<file path="src/rtl/ram_arbiter.sv">
// ram_arbiter: round-robin two-master arbiter for a single-port data RAM with bounded ownership lock
module ram_arbiter #(
    parameter int DW       = 32,
    parameter int AW       = 32,
    parameter int LOCK_MAX = 4
) (
    input  logic          clk,
    input  logic          rst,
    input  logic          m0_req_i,
    input  logic          m0_we_i,
    input  logic          m0_lock_i,
    input  logic [AW-1:0] m0_addr_i,
    input  logic [3:0]    m0_sel_i,
    input  logic [DW-1:0] m0_wdata_i,
    output logic [DW-1:0] m0_rdata_o,
    output logic          m0_ack_o,
    output logic          m0_stall_o,
    input  logic          m1_req_i,
    input  logic          m1_we_i,
    input  logic          m1_lock_i,
    input  logic [AW-1:0] m1_addr_i,
    input  logic [3:0]    m1_sel_i,
    input  logic [DW-1:0] m1_wdata_i,
    output logic [DW-1:0] m1_rdata_o,
    output logic          m1_ack_o,
    output logic          m1_stall_o,
    output logic          ram_ce_o,
    output logic          ram_we_o,
    output logic [AW-1:0] ram_addr_o,
    output logic [3:0]    ram_sel_o,
    output logic [DW-1:0] ram_data_o,
    input  logic [DW-1:0] ram_data_i
);
    localparam logic [1:0] IDLE   = 2'd0;
    localparam logic [1:0] ACCESS = 2'd1;
    localparam logic [1:0] RESP   = 2'd2;
    localparam int CW = $clog2(LOCK_MAX + 1);

    logic [1:0]    r_state;
    logic          r_rr_ptr;
    logic          r_owner;
    logic          r_locked;
    logic [CW-1:0] r_lock_cnt;
    logic          r_we;
    logic [AW-1:0] r_addr;
    logic [3:0]    r_sel;
    logic [DW-1:0] r_wdata;
    logic [DW-1:0] r_m0_rdata;
    logic [DW-1:0] r_m1_rdata;
    logic          w_own_req;
    logic          w_own_lock;
    logic          w_hold;
    logic          w_win;
    logic          w_any;
    logic          w_relock;
    logic          w_acc;
    logic          w_resp;

    // Winner selection: a live lock pins the owner, otherwise a lone requester or rr_ptr wins
    always_comb begin
        w_own_req  = r_owner ? m1_req_i : m0_req_i;
        w_own_lock = r_owner ? m1_lock_i : m0_lock_i;
        w_hold     = r_locked & w_own_req;
        w_win      = w_hold ? r_owner : (m0_req_i & m1_req_i) ? r_rr_ptr : m1_req_i;
        w_any      = m0_req_i | m1_req_i;
        w_relock   = w_own_lock && (int'(r_lock_cnt) + 1 < LOCK_MAX);
        w_acc      = (r_state == ACCESS) & ~rst;
        w_resp     = (r_state == RESP) & ~rst;
    end

    assign ram_ce_o   = w_acc;
    assign ram_we_o   = w_acc & r_we;
    assign ram_addr_o = w_acc ? r_addr : '0;
    assign ram_sel_o  = w_acc ? r_sel : '0;
    assign ram_data_o = w_acc ? r_wdata : '0;
    assign m0_ack_o   = w_resp & ~r_owner;
    assign m1_ack_o   = w_resp & r_owner;
    assign m0_stall_o = m0_req_i & ~m0_ack_o;
    assign m1_stall_o = m1_req_i & ~m1_ack_o;
    assign m0_rdata_o = r_m0_rdata;
    assign m1_rdata_o = r_m1_rdata;

    // Three-phase transfer: latch the winner, drive the RAM for one cycle, then ack and update lock state
    always_ff @(posedge clk) begin
        if (rst) begin
            r_state    <= IDLE;
            r_rr_ptr   <= 1'b0;
            r_owner    <= 1'b0;
            r_locked   <= 1'b0;
            r_lock_cnt <= '0;
            r_we       <= 1'b0;
            r_addr     <= '0;
            r_sel      <= '0;
            r_wdata    <= '0;
            r_m0_rdata <= '0;
            r_m1_rdata <= '0;
        end else begin
            case (r_state)
                IDLE: begin
                    if (r_locked && !w_own_req) begin
                        r_locked   <= 1'b0;
                        r_lock_cnt <= '0;
                    end
                    if (w_any) begin
                        r_owner <= w_win;
                        r_we    <= w_win ? m1_we_i : m0_we_i;
                        r_addr  <= w_win ? m1_addr_i : m0_addr_i;
                        r_sel   <= w_win ? m1_sel_i : m0_sel_i;
                        r_wdata <= w_win ? m1_wdata_i : m0_wdata_i;
                        r_state <= ACCESS;
                    end
                end
                ACCESS: begin
                    if (!r_we && r_owner) r_m1_rdata <= ram_data_i;
                    if (!r_we && !r_owner) r_m0_rdata <= ram_data_i;
                    r_state <= RESP;
                end
                RESP: begin
                    r_locked   <= w_relock;
                    r_lock_cnt <= w_relock ? r_lock_cnt + CW'(1) : '0;
                    if (!w_relock) r_rr_ptr <= ~r_owner;
                    r_state <= IDLE;
                end
                default: r_state <= IDLE;
            endcase
        end
    end
endmodule

</file>
<file path="config.mk">
export PLATFORM = sky130hd
export DESIGN_NAME = ram_arbiter
export DESIGN_NICKNAME = d
export VERILOG_FILES = /design/src/rtl/ram_arbiter.sv
export SDC_FILE = /design/constraint.sdc
export NUM_CORES = 1
export LEC_CHECK = 0
export CAP_MARGIN = 25
export CORE_AREA = 2 2 139 107
export CTS_CLUSTER_DIAMETER = 120
export DETAILED_ROUTE_END_ITERATION = 12
export DIE_AREA = 0 0 141 109
export GPL_TIMING_DRIVEN = 0
export PLACE_DENSITY = 0.86
export SYNTH_ARGS = -nofsm -noshare
export SYNTH_HDL_FRONTEND = slang
export SYNTH_SLANG_ARGS = --single-unit
</file>
<file path="constraint.sdc">
create_clock -name clk -period 2.7 [get_ports clk]
set_clock_uncertainty 0.15 [all_clocks]
set_input_delay 0.54 -clock clk [delete_from_list [all_inputs] [get_ports clk]]
set_output_delay 0.54 -clock clk [all_outputs]
set_load 0.1 [all_outputs]
</file>
Word-level counts from Yosys, hierarchy flattened --
Index checks and enable logic that the tools add are counted.
Storage, ports and cells: flip-flop bits (word level) 141, bits of input ports 176, output and inout bits 138, word-level logic and storage cells 65
Operators by class: add/subtract/negate cells 2, magnitude comparators 1, equal/unequal tests 4, multiplexer cells 18, bitwise logic cells 15, reduce and logical (&&, ||, !) cells 14
Operators by type and width (count):
- 32-bit 2-to-1 mux | 4
- 2-bit AND reduction | 5
- 1-bit AND | 9
- 4-bit 2-to-1 mux | 2
- 1-bit 2-to-1 mux | 6
- 3-bit 2-to-1 mux | 2
- 3-bit one-hot mux with 2 select lines | 1
- 1-bit NOT | 5
- 3-bit by 1-bit adder with 4-bit output, second input constant | 1
- 1-bit logical AND | 4
- 4-bit by 3-bit less-than comparator with 1-bit output, second input constant | 1
- 2-bit != test, second input constant | 2
- 2-bit one-hot mux with 2 select lines | 1
- 3-bit by 1-bit adder with 3-bit output, second input constant | 1
- 1-bit zero test | 3
- 2-bit by 1-bit equality test with 1-bit output, second input constant | 1
- 2-bit equality test, second input constant | 1
- 2-bit zero test | 1
- 2-bit 2-to-1 mux | 1
- 1-bit one-hot mux with 2 select lines | 1
- 2-bit nonzero test | 1
- 1-bit bitwise OR | 1

Depth between registers and ports, before layout --
Gate-level depths: netlist of the first run.
depth in word-level cells 5, mapped depth 7

Worst setup path before layout of the first run --
Ideal clock, no wire load.
path kind input -> output, start input rst, end output m0_stall_o, arrival 4.291 ns, required time 2.010 ns, path slack -2.281 ns, stages on the path 4, path buffers 2, cells stage by stage clkbuf_1 clkbuf_1 nor3_1 nor2_1
On the way: word-level cells in the longest chain between the ends 5
RTL lines:
- start: declaration | line 8 | input logic rst,
- 1-bit NOT | line 68 | w_resp = (r_state == RESP) & ~rst;
- 1-bit AND | line 68
- 1-bit AND | line 76 | assign m0_ack_o = w_resp & ~r_owner;
- via m0_ack_o | line 16 | output logic m0_ack_o,
- 1-bit NOT | line 78 | assign m0_stall_o = m0_req_i & ~m0_ack_o;
- 1-bit AND | line 78
- end: declaration | line 17 | output logic m0_stall_o,
The timed path passes the listed nets, and every way through them passes these cells.

Final worst setup path of the first run --
start register r_state[1], end output ram_data_o[8]
On the way: word-level cells in the longest chain between the ends 3
RTL lines:
- start: declaration | line 39 | logic [1:0] r_state;
- start signal: assignment | line 86 | r_state <= IDLE;
- start signal: assignment | line 110 | r_state <= ACCESS;
- start signal: assignment | line 116 | r_state <= RESP;
- 2-bit by 1-bit equality test with 1-bit output | line 67 | w_acc = (r_state == ACCESS) & ~rst;
- 1-bit AND | line 67
- 32-bit 2-to-1 mux | line 75 | assign ram_data_o = w_acc ? r_wdata : '0;
- end: declaration | line 31 | output logic [DW-1:0] ram_data_o,
No other way between the ends.

==> results_dict.tcl, run 1 <==
set metrics [dict create \
    initial_core_util 0.421 \
    cts.sinks 141 \
    die_w_um 141 \
    drive_above_1_share 0.273 \
    root_buffer "clkbuf_16" \
    status "complete, no violations" \
    postRouteAntennaNets 0 \
    path_clk_slew_ns 0.07 \
    vias 6632 \
    clock_latency_ns 0.41 \
    core_area_um2 14100 \
    slew_viol_final 0 \
    worst_setup_path_end_kind "output pin" \
    fin_ws_ns 0.0662 \
    rsz0062_at_grt "false" \
    cts_buffers 17 \
    syn-num-nets 900 \
    syn_area_um2 5950 \
    grt_pass1_wl_um 33900 \
    wl_um 22200 \
    ys.warnings.count 0 \
    num_rows 38 \
    place_inst 1221 \
    worst_pin_slew_ns 1.04 \
    seq_area_frac_synth 0.474 \
    gp_congestion 0.855 \
    dieArea_um2 15400 \
    cp.arrival_ns 1.94 \
    cts_tree "done" \
    final-setup-viol-count 0 \
    clockBufferDepth 2 \
    stdcell_count 1253 \
    cp.required_ns 2.01 \
    crit_type "flip-flop to output pin" \
    cts_max_level 4 \
    dr.pass1.iters 8 \
    syn_avg_cell_area_um2 8.23 \
    slew_headroom 0.307 \
    n_antenna_cell 0 \
    place_hpwl_um 17100 \
    postCtsSetupRepairBufs 0 \
    viasPerCell 5.29 \
    p_per_area_nw_per_um2 611 \
    period_minus_slack_ns 2.63 \
    startpoint_type "flip-flop" \
    min_period_over_period 0.975 \
    synth_top_area_cell "dfxtp_1" \
    cap_violations 0 \
    wl_per_cell_um 17.7 \
    final_nets 1237 \
    final_area_um2 10700 \
    p_total_mw 6.55 \
    grt-ovfl-total 0 \
    antenna_found_initial 0 \
    final_util 0.759 \
    netlist_instances 723 \
    pre_cts_slack_ns -0.936 \
    grt_max_degree 17 \
    hold_buffers 0 \
    remaining_drc_errors 0 \
    ir_drop_mv 0.496 \
    ys_top_cells_by_area "dfxtp_1 (47%), a21oi_1 (11%), o221a_2 (11%), nand2_1 (8.3%), nor3_1 (5.9%)" \
    tns_ns 0 \
    synth_top_cell_area_share 0.474 \
    p_leak_nw 4.22 \
    ys_ff_latch 141 \
    finalHoldViolCount 0 \
    io_pins 314 \
    drt_iter0_markers 419 \
    multi_input_area_um2 3340 \
    track_usage 0.286 \
    hp-class "flip-flop to flip-flop" \
    die_y_um 109 \
    fmaxAchievable_mhz 380 \
    fillCellCount 997 \
    syn_to_final_growth_pct 80.2 \
    synth_cell_type_count 33 \
    grt_pass1_vias 6382 \
    placed_area_um2 10200 \
    register_area_um2 2820 \
    crit_fanout 10 \
    port_buffers 312 \
    holdWs_ns 0.303 \
]
## state kept, by name (all words and copies together), names as in the netlist
name and count:
m0_rdata_o 32, m1_rdata_o 32, r_addr 32, r_wdata 32, r_sel 4, r_lock_cnt 3
r_state 2, r_locked 1, r_owner 1, r_rr_ptr 1, r_we 1
## kinds of logic (layout without fill, tap and decap cells)
logic type,count (synthesis),after routing,synth area share
multiplexers,4,4,0.00757
AND/OR/NAND/NOR,222,222,0.162
flip-flops,141,141,0.474
adder cells (fa/ha/maj),1,1,0.00210
buffers and inverters,140,490,0.0963
AO/OA/AOI/OAI,215,215,0.258
## power by group
group | switching [mW] | internal [mW]
logic | 1.12 | 0.618
registers | 0.0544 | 2.24
clock network | 0.978 | 1.53
## repair_timing
action | CTS | global route
gates resized for setup | 438 | 20
pin swaps | 0 | 0
endpoints found under the setup margin | 74 | 64
## routing by layer
layer / GRT usage / wire [um]
met5: 0 / 0
met4: 0.109 / 647
met3: 0.0694 / 1450
met2: 0.478 / 10700
met1: 0.362 / 9450
## final cells by class
cell class / count / share of cell area
Clock buffer: 19 / 0.0422
Buffer: 68 / 0.0351
Inverter: 72 / 0.0252
Clock inverter: 13 / 0.0167
Sequential cell: 141 / 0.263
Tap cell: 180 / 0.0210
Multi-Input combinational cell: 442 / 0.312
Timing Repair Buffer: 318 / 0.285
## path summary, 6_finish.rpt
path / start / to / slack, ns / cells past startpoint
worst max-delay path: r_state[1]$_SDFFE_PP0P_ / ram_data_o[8] / 0.07 / 6
worst min-delay path: m0_rdata_o[1]$_SDFFE_PP0P_ / m0_rdata_o[1]$_SDFFE_PP0P_ / 0.30 / 2
worst max register to register: r_state[1]$_SDFFE_PP0P_ / r_wdata[0]$_SDFFE_PP0P_ / 0.71 / 5
worst min register to register: m0_rdata_o[1]$_SDFFE_PP0P_ / m0_rdata_o[1]$_SDFFE_PP0P_ / 0.30 / 2
## layout by cell type (no fill, tap or decap), types with 4 or more instances in the layout
master and instances:
clkdlybuf4s50_1 238, dfxtp_1 140, a21oi_1 136, nand2_1 131
inv_1 72, nor3_4 65, o221a_2 59, buf_4 47
buf_2 36, clkbuf_1 26, clkbuf_16 17, buf_6 11
o221a_1 10, clkbuf_2 8, nor2_1 8, buf_8 7
nor3_2 6, clkbuf_8 6, clkbuf_4 5, inv_6 4
## critical path, cell delays in order (launching register included)
cell and delay (ns):
dfxtp_1 0.36, nand2b_4 0.17, buf_4 0.18, clkbuf_4 0.21, buf_8 0.18, nor3_4 0.11
buf_4 0.32
## cells in the mapped netlist
cell type / count
nor3b_1: 2
a21oi_1: 136
buf_6: 3
nand3b_1: 1
o21ai_0: 1
a21o_1: 1
nor2b_1: 2
nor3_1: 70
o221a_1: 10
o211ai_1: 1
nor3b_2: 1
o221a_2: 59
or4_1: 1
nand2_1: 131
mux2i_1: 3
a21boi_0: 1
o21ai_1: 1
clkbuf_1: 42
or3_1: 1
buf_2: 20
ha_1: 1
nor2_1: 10
o21bai_1: 1
mux2_4: 1
nor3_2: 1
o211ai_2: 1
buf_1: 3
a221oi_1: 1
a211o_1: 1
nand2b_1: 2
inv_1: 72
o22ai_1: 1
dfxtp_1: 141
No activity file was read; power rests on OpenSTA's default activity.
==> inputs of run 2 (changes only) <==
--- a/config.mk
+++ b/config.mk
@@ -5,6 +5,7 @@
 export SDC_FILE = /design/constraint.sdc
 export NUM_CORES = 1
 export LEC_CHECK = 0
+export ABC_CLOCK_PERIOD_IN_PS = 2700
 export CAP_MARGIN = 25
 export CORE_AREA = 2 2 139 107
 export CTS_CLUSTER_DIAMETER = 120
==> results of run 2 <==
No change in the layout: final DEF, timing and power equal those of run 1.
